[src/rtl/rca_adder_pkg.sv]
// Shared constants and types for the ripple-carry adder primitive.
package rca_adder_pkg;

    localparam int unsigned RCA_DEFAULT_N = 32;

    typedef struct packed {
        logic ovf;
        logic cout;
    } rca_flags_t;

endpackage

[src/rtl/rca_adder_if.sv]
// Operand/result bundle for rca_adder; master drives operands, slave returns results.
interface rca_adder_if
    import rca_adder_pkg::*;
#(
    parameter int unsigned N = RCA_DEFAULT_N
) ();

    logic         in_valid;
    logic [N-1:0] a;
    logic [N-1:0] b;
    logic [N-1:0] s;
    logic         ovf;
    logic         cout;
    logic         out_valid;

    modport master (
        output in_valid, a, b,
        input  s, ovf, cout, out_valid
    );

    modport slave (
        input  in_valid, a, b,
        output s, ovf, cout, out_valid
    );

endinterface

[src/rtl/rca_adder_full_adder.sv]
// Single-bit full adder cell used to build the ripple-carry chain.
module full_adder (
    input  logic a,
    input  logic b,
    input  logic cin,
    output logic sum,
    output logic cout
);

    logic p;

    assign p    = a ^ b;
    assign sum  = p ^ cin;
    assign cout = (a & b) | (cin & p);

endmodule

[src/rtl/rca_adder.sv]
// Registered N-bit two's-complement adder: ripple-carry core plus one output register stage.
module rca_adder
    import rca_adder_pkg::*;
#(
    parameter int unsigned N = RCA_DEFAULT_N
) (
    input  logic         clk,
    input  logic         rst_n,
    rca_adder_if.slave   bus
);

    logic [N:0]   c;
    logic [N-1:0] sum;
    rca_flags_t   flags_comb;

    logic [N-1:0] s_q;
    rca_flags_t   flags_q;
    logic         valid_q;

    assign c[0] = 1'b0;

    for (genvar i = 0; i < N; i++) begin : g_chain
        full_adder u_fa (
            .a    (bus.a[i]),
            .b    (bus.b[i]),
            .cin  (c[i]),
            .sum  (sum[i]),
            .cout (c[i+1])
        );
    end

    // Signed overflow: carry into the sign bit differs from carry out of it.
    always_comb begin
        flags_comb      = '0;
        flags_comb.ovf  = c[N] ^ c[N-1];
        flags_comb.cout = c[N];
    end

    // Results hold while idle so a/b garbage never reaches the outputs.
    always_ff @(posedge clk or negedge rst_n) begin
        if (!rst_n) begin
            s_q     <= '0;
            flags_q <= '0;
            valid_q <= 1'b0;
        end else begin
            valid_q <= bus.in_valid;
            if (bus.in_valid) begin
                s_q     <= sum;
                flags_q <= flags_comb;
            end
        end
    end

    assign bus.s         = s_q;
    assign bus.ovf       = flags_q.ovf;
    assign bus.cout      = flags_q.cout;
    assign bus.out_valid = valid_q;

endmodule

[src/flat_wrapper.sv]
// flat-port wrapper written by rule: the top's interface ports become plain ports
module rca_adder_flat import rca_adder_pkg::*;
#(
    parameter int unsigned N = RCA_DEFAULT_N
)
  (clk, rst_n, bus_in_valid, bus_a, bus_b, bus_s, bus_ovf, bus_cout, bus_out_valid);
  rca_adder_if #(.N(N)) bus_i ();
  input  logic clk;
  input  logic rst_n;
  input wire logic [$bits(bus_i.in_valid)-1:0] bus_in_valid;
  input wire logic [$bits(bus_i.a)-1:0] bus_a;
  input wire logic [$bits(bus_i.b)-1:0] bus_b;
  output wire logic [$bits(bus_i.s)-1:0] bus_s;
  output wire logic [$bits(bus_i.ovf)-1:0] bus_ovf;
  output wire logic [$bits(bus_i.cout)-1:0] bus_cout;
  output wire logic [$bits(bus_i.out_valid)-1:0] bus_out_valid;
  assign bus_i.in_valid = bus_in_valid;
  assign bus_i.a = bus_a;
  assign bus_i.b = bus_b;
  assign bus_s = bus_i.s;
  assign bus_ovf = bus_i.ovf;
  assign bus_cout = bus_i.cout;
  assign bus_out_valid = bus_i.out_valid;
  rca_adder #(.N(N)) u_core (.clk(clk), .rst_n(rst_n), .bus(bus_i));
endmodule
[config.mk]
export PLATFORM = sky130hd
export DESIGN_NAME = rca_adder_flat
export DESIGN_NICKNAME = d
export VERILOG_FILES = /design/src/rtl/rca_adder_pkg.sv /design/src/rtl/rca_adder_if.sv /design/src/rtl/rca_adder_full_adder.sv /design/src/rtl/rca_adder.sv /design/src/flat_wrapper.sv
export SDC_FILE = /design/constraint.sdc
export NUM_CORES = 1
export LEC_CHECK = 0
export CAP_MARGIN = 10
export CORE_MARGIN = 5
export CORE_UTILIZATION = 30
export CTS_BUF_LIST = sky130_fd_sc_hd__clkbuf_8
export CTS_CLUSTER_SIZE = 10
export DETAILED_ROUTE_END_ITERATION = 6
export GPL_TIMING_DRIVEN = 0
export HOLD_SLACK_MARGIN = 0.15
export SYNTH_ARGS = -nofsm -noshare
export SYNTH_HDL_FRONTEND = slang
export SYNTH_SLANG_ARGS = --single-unit
export TNS_END_PERCENT = 5
[constraint.sdc]
create_clock -name clk -period 0.8 [get_ports clk]
set_input_delay 0.12 -clock clk [delete_from_list [all_inputs] [get_ports clk]]
set_output_delay 0.12 -clock clk [all_outputs]
set_load 0.02 [all_outputs]
# [Word-level counts from Yosys, hierarchy flattened]
# Index checks and enable logic that the tools add are counted.
[classes] bitwise=158
[op_table] cell="XOR 1 bit" count=64
[op_table] cell="AND 1 bit" count=63
[op_table] cell="bitwise OR 1 bit" count=31
[word_totals] wordCells=162 regBits=35 output_inout_bits=35 inputBits=67

# [Longest topological paths before layout]
[logic_depth] ltp_word=64 depth_mapped=37 mapped_depth_nobuf=37

# [By module]
# From an unflattened synthesis, not the netlist that was laid out.
[unflattened] cells_unflattened=108 area_unflattened_um2=2085.8
[by_module_without_submodules] mod="rca_adder" instances=1 seq_area_each_um2=875.8 cells_each=76 area_per_inst_um2=1445.1
[by_module_without_submodules] mod="full_adder" instances=32 seq_area_each_um2=0.0 cells_each=1 area_per_inst_um2=20.0

# [Worst setup path after synthesis]
# No wires, ideal clock.
[synth_timing] path_type="input -> register" startpoint="in bus_b[0]" endpoint="reg u_core.flags_q (netlist bit u_core.bus.ovf)" slack_ps=-11438 path_buffers=0 required_ps=675 setup_ps=125 t_arrival_ps=12113 stages=37 path_cell_list="ha_1 fa_1 fa_1 fa_1 fa_1 fa_1 fa_1 fa_1 fa_1 fa_1 fa_1 fa_1 fa_1 fa_1 fa_1 fa_1 fa_1 fa_1 fa_1 fa_1 fa_1 fa_1 fa_1 fa_1 fa_1 fa_1 fa_1 fa_1 fa_1 inv_1 fa_1 inv_1 fa_1 inv_1 fa_1 xnor2_1 mux2_4"
[synth_between] elab_chain_cells=64
[synth_rtl] element="start: declaration" line="flat_wrapper.sv:12" text="input wire logic [$bits(bus_i.b)-1:0] bus_b;"
[synth_rtl] element="AND 1 bit (*) (2 in series)" line="rca_adder_full_adder.sv:14" text="assign cout = (a & b) | (cin & p);"
[synth_rtl] element="bitwise OR 1 bit (*)" line="rca_adder_full_adder.sv:14"
[synth_rtl] element="AND 1 bit (*)" line="rca_adder_full_adder.sv:14"
[synth_rtl] element="bitwise OR 1 bit (*)" line="rca_adder_full_adder.sv:14"
[synth_rtl] element="AND 1 bit (*)" line="rca_adder_full_adder.sv:14"
[synth_rtl] element="bitwise OR 1 bit (*)" line="rca_adder_full_adder.sv:14"
[synth_rtl] element="AND 1 bit (*)" line="rca_adder_full_adder.sv:14"
[synth_rtl] element="bitwise OR 1 bit (*)" line="rca_adder_full_adder.sv:14"
[synth_rtl] element="(+47 left out)"
[synth_rtl] element="bitwise OR 1 bit (*)" line="rca_adder_full_adder.sv:14"
[synth_rtl] element="AND 1 bit (*)" line="rca_adder_full_adder.sv:14"
[synth_rtl] element="bitwise OR 1 bit (*)" line="rca_adder_full_adder.sv:14"
[synth_rtl] element="AND 1 bit (*)" line="rca_adder_full_adder.sv:14"
[synth_rtl] element="bitwise OR 1 bit (*)" line="rca_adder_full_adder.sv:14"
[synth_rtl] element="AND 1 bit" line="rca_adder_full_adder.sv:14"
[synth_rtl] element="bitwise OR 1 bit" line="rca_adder_full_adder.sv:14"
[synth_rtl] element="XOR 1 bit (*)" line="rca_adder.sv:35" text="flags_comb.ovf = c[N] ^ c[N-1];"
[synth_rtl] element="end signal: assignment" line="rca_adder.sv:49" text="flags_q <= flags_comb;"
[synth_rtl] element="end: declaration" line="rca_adder.sv:17" text="rca_flags_t flags_q;"
# Every way passes the cells marked *; elsewhere a longest branch is shown, timed or not.
# A chain may end at the register's enable or synchronous reset.

# [Final worst setup path]
[layout_timing] startpoint="in bus_b[0]" endpoint="reg u_core.s_q[31] (netlist: u_core.bus.s[31])"
[layout_between] elab_chain_cells=62
[layout_rtl] element="AND 1 bit (2 in series)" line="rca_adder_full_adder.sv:14"
[layout_rtl] element="bitwise OR 1 bit" line="rca_adder_full_adder.sv:14"
[layout_rtl] element="AND 1 bit" line="rca_adder_full_adder.sv:14"
[layout_rtl] element="bitwise OR 1 bit" line="rca_adder_full_adder.sv:14"
[layout_rtl] element="AND 1 bit" line="rca_adder_full_adder.sv:14"
[layout_rtl] element="bitwise OR 1 bit" line="rca_adder_full_adder.sv:14"
[layout_rtl] element="AND 1 bit" line="rca_adder_full_adder.sv:14"
[layout_rtl] element="bitwise OR 1 bit" line="rca_adder_full_adder.sv:14"
[layout_rtl] element="(+45 left out)"
[layout_rtl] element="bitwise OR 1 bit" line="rca_adder_full_adder.sv:14"
[layout_rtl] element="AND 1 bit" line="rca_adder_full_adder.sv:14"
[layout_rtl] element="bitwise OR 1 bit" line="rca_adder_full_adder.sv:14"
[layout_rtl] element="AND 1 bit" line="rca_adder_full_adder.sv:14"
[layout_rtl] element="bitwise OR 1 bit" line="rca_adder_full_adder.sv:14"
[layout_rtl] element="AND 1 bit" line="rca_adder_full_adder.sv:14"
[layout_rtl] element="bitwise OR 1 bit" line="rca_adder_full_adder.sv:14"
[layout_rtl] element="XOR 1 bit" line="rca_adder_full_adder.sv:13" text="assign sum = p ^ cin;"
[layout_rtl] element="end signal: assignment" line="rca_adder.sv:48" text="s_q <= sum;"
[layout_rtl] element="end: declaration" line="rca_adder.sv:16" text="logic [N-1:0] s_q;"
# No other way between the ends.

==> run summary <==
The run finished, with violations left. The total die area was 8670 µm²; the area of the mapped netlist was 2070 µm². Weighted congestion reported at the end of routability-driven placement: 0.713.

Including well taps, the total number of placed cells is 297. The kind of start point of the critical path is a primary input. At the later pin of the worst-skew pair, clock insertion delay measures 0.28 ns.

The logs give 215 for the post-synthesis net count and 0 for the initial antenna violation count. The logs give 0 for the total congestion overflow and 2 for the deepest level of the CTS H-tree. The critical path in this run is classified as in -> reg.

The transition time of the tightest slew-check pin is 0.782 ns. For the worst hold-check slack, the log shows -0.0824 ns. For the total iterations of the first detailed-routing run, the log shows 3. In this run the register-to-register setup slack is 0.02 ns. In this run the power density over the cells is 1950 nW/µm². TritonCTS built the clock tree. The first routing iteration left 4 violations.

The maximum net fanout on the critical path is 2, and the part of the cycle the worst path needs is 14.0. The min-delay analysis places its worst path in the category in -> async. Counting every instance in the synthesized netlist gives 116. The run gives 0.307 as the starting density of the core. STA puts the critical path data required time at 1.01 ns.

By instance count, the cell type seen most on the critical path is sky130_fd_sc_hd__fa_2. The ratio of cells with drive above 1 in the final layout is 0.531, and the post-detailed-placement half-perimeter wirelength is 3780 µm. VDD sags by at most 0.615 mV. The core region is 6760 µm². The worst-case setup slack after placement is -11.20 ns. The run gives 0.112 as the combined global-route utilization of all metal layers. The tools report the fill cell instance count of the final layout as 624. The final hold violation count came out at 35.

The top-level port count was 102; the post-synthesis average cell area was 17.9 µm². In this run the vertical extent of the chip is 93.1 µm. For the footprint of the flip-flops and latches, the log shows 876 µm². The run gives 0.423 as the share of the yosys chip area belonging to registers. In this run, synthesis produced a sequential element count of 35. CTS placed an instance of sky130_fd_sc_hd__clkbuf_8 at the clock tree root. The longest clock path from root to sink contains 2 buffers. After the last flow step, the layout net total stands at 325. The reg-to-reg critical path startpoint is u_core.bus.s[24]. The library cells used most frequently in the layout, excluding fill and tap cells, are sky130_fd_sc_hd__clkdlybuf4s50_1, sky130_fd_sc_hd__dfrtp_1, sky130_fd_sc_hd__fa_2, sky130_fd_sc_hd__mux2_4, sky130_fd_sc_hd__buf_2.

The logs give 5 for the total CTS buffers and 35 for the number of clock sinks. The run gives 1469 as the number of global-route vias before repair. Setup repair after global routing could not meet its margin everywhere. For this design the static power due to leakage is 1.43 nW.

The headroom to the max-slew limit is 0.478, and the worst reg2reg path depth is 1. The tools report the pin count of the biggest net entering global routing as 36. The die span in x is 93.1 µm. STA classifies the critical path endpoint as a register. The site row count is 30, and the maximum single-stage delay on the critical path is 0.43 ns. The signed area change from the synthesized netlist to the final layout is 59.9%. Input and output buffers added on the ports amount to 101. The wire length after detailed routing is 4620 µm. Distinct cell type count after synthesis: 11.

The endpoint identified for the worst register-to-register timing path is u_core.bus.s[24]. The per-cell routed wire length was 15.1 µm. Timing would allow up to 89.5 MHz.

Final worst slack: -10.37 ns. Across the routed clock network, the largest skew measured is 0 ns. Leaving out fill and tap cells, the most frequent cell in the layout is sky130_fd_sc_hd__clkdlybuf4s50_1. Setup violations remaining at the end of the flow were counted as 68.

The checks that failed: negative hold slack, negative setup slack. The via density per instance is 4.26, and the final cell count without fillers is 306. The time the worst path needs with I/O delays and setup is 11.17 ns.

After clock tree synthesis, the clock-pin slew on the worst setup and hold paths is 0.07 ns. The wire length of the first global-routing pass came out at 7530 µm. In the final layout, the multi-input gates occupy 1220 µm². Detailed routing inserted a total of 1304 vias. The Yosys step of the flow raised 0 warnings.

For the max-slew violation count, the log shows 0. STA puts the critical path data arrival time at 11.38 ns. The run gives 1 as the number of buffers added to fix hold violations after cts. In this run the remaining antenna-violating nets after routing total 0. The slowest stage of the critical path is the sky130_fd_sc_hd__fa_2 cell. The repair_antennas step left the layout with diodes totalling 0.

The detailed-route DRC error count came out at 0. Max-cap violations in this run came to 0.
## cell type report
type                    instances  share of cell area
well taps                      80              0.0302
clock inverters                 1             0.00151
plain buffers                   4              0.0189
inverters                       7             0.00793
multi-input cells              70               0.368
clock buffers                   6              0.0249
repair buffers                103               0.284
flip-flops and latches         35               0.264
## stage by stage
step | setup TNS [ns] | utilization | cell area [µm²] | power (mW)
CTS | -190.80 | 0.475 | 3210 | 6.32
global placement | -260.01 | 0.482 | 3260 | 5.34
detailed placement | -219.12 | 0.481 | 3250 | 5.36
floorplan | -186.58 | - | 2140 | 3.86
finish | -188.82 | 0.490 | 3310 | 6.46
global route | -194.40 | 0.490 | 3310 | 6.91
## cell usage after synthesis
| master | n | area [µm²] |
|---|---|---|
| sky130_fd_sc_hd__mux2_2 | 7 | 78.8 |
| sky130_fd_sc_hd__nor2_1 | 3 | 11.3 |
| sky130_fd_sc_hd__buf_12 | 2 | 40.0 |
| sky130_fd_sc_hd__fa_1 | 31 | 621 |
| sky130_fd_sc_hd__a21oi_1 | 3 | 15.0 |
| sky130_fd_sc_hd__inv_1 | 7 | 26.3 |
| sky130_fd_sc_hd__buf_6 | 2 | 22.5 |
| sky130_fd_sc_hd__mux2_4 | 24 | 360 |
| sky130_fd_sc_hd__xnor2_1 | 1 | 8.76 |
| sky130_fd_sc_hd__dfrtp_1 | 35 | 876 |
| sky130_fd_sc_hd__ha_1 | 1 | 12.5 |
## worst max-delay path by stage
stage | start | cells past startpoint | endpoint
after floorplan | bus_b[0] | 36 | u_core.bus.s[31]
after global placement | bus_b[0] | 38 | u_core.bus.ovf
after detailed placement | bus_b[0] | 37 | u_core.bus.s[31]
after CTS | bus_b[0] | 37 | u_core.bus.s[31]
after global routing | bus_b[0] | 38 | u_core.bus.ovf
final | bus_b[0] | 37 | u_core.bus.s[31]
## logic make-up after synthesis
kind of cell	share of synthesized area
flops	0.423
mux	0.212
simple gates	0.00543
buf+inv	0.0429
fa+ha+maj	0.306
xor+xnor	0.00423
compound gates	0.00724
## per-layer routing
layer  wire length [µm]  up-vias  GRT usage
met5                  0        -          0
met4                 39        0     0.0220
met3                555        4     0.0563
met2               2040       78      0.172
met1               1980      629      0.144
li1                   -      593          -
## repair_timing
| action | 4_1_cts | 5_1_grt |
|---|---|---|
| gates resized for setup | 166 | 35 |
| endpoints found under the setup margin | 69 | 68 |
| pin swaps | 3 | 1 |
| endpoints found under the hold margin | 36 | 35 |
| buffers inserted | 1 | 0 |
## sequential cells by signal, indices dropped and copies added (netlist names)
name and flops:
u_core.bus.out_valid 1, u_core.bus.ovf 1, u_core.bus.s 32, u_core.bus.cout 1
## worst max-delay path: cells and delay by family
| kind | cells | cell delay, ns |
|---|---|---|
| AO/OA/AOI/OAI | 1 | 0.15 |
| buffers and inverters | 4 | 0.26 |
| adder cells (fa/ha/maj) | 32 | 10.84 |
## where the power goes
| group | switching [mW] | internal [mW] |
|---|---|---|
| registers | 0.251 | 2.18 |
| clock network | 0.585 | 0.675 |
| logic | 1.21 | 1.55 |
| total | 2.05 | 4.41 |
(Power assumes the default switching activity.)
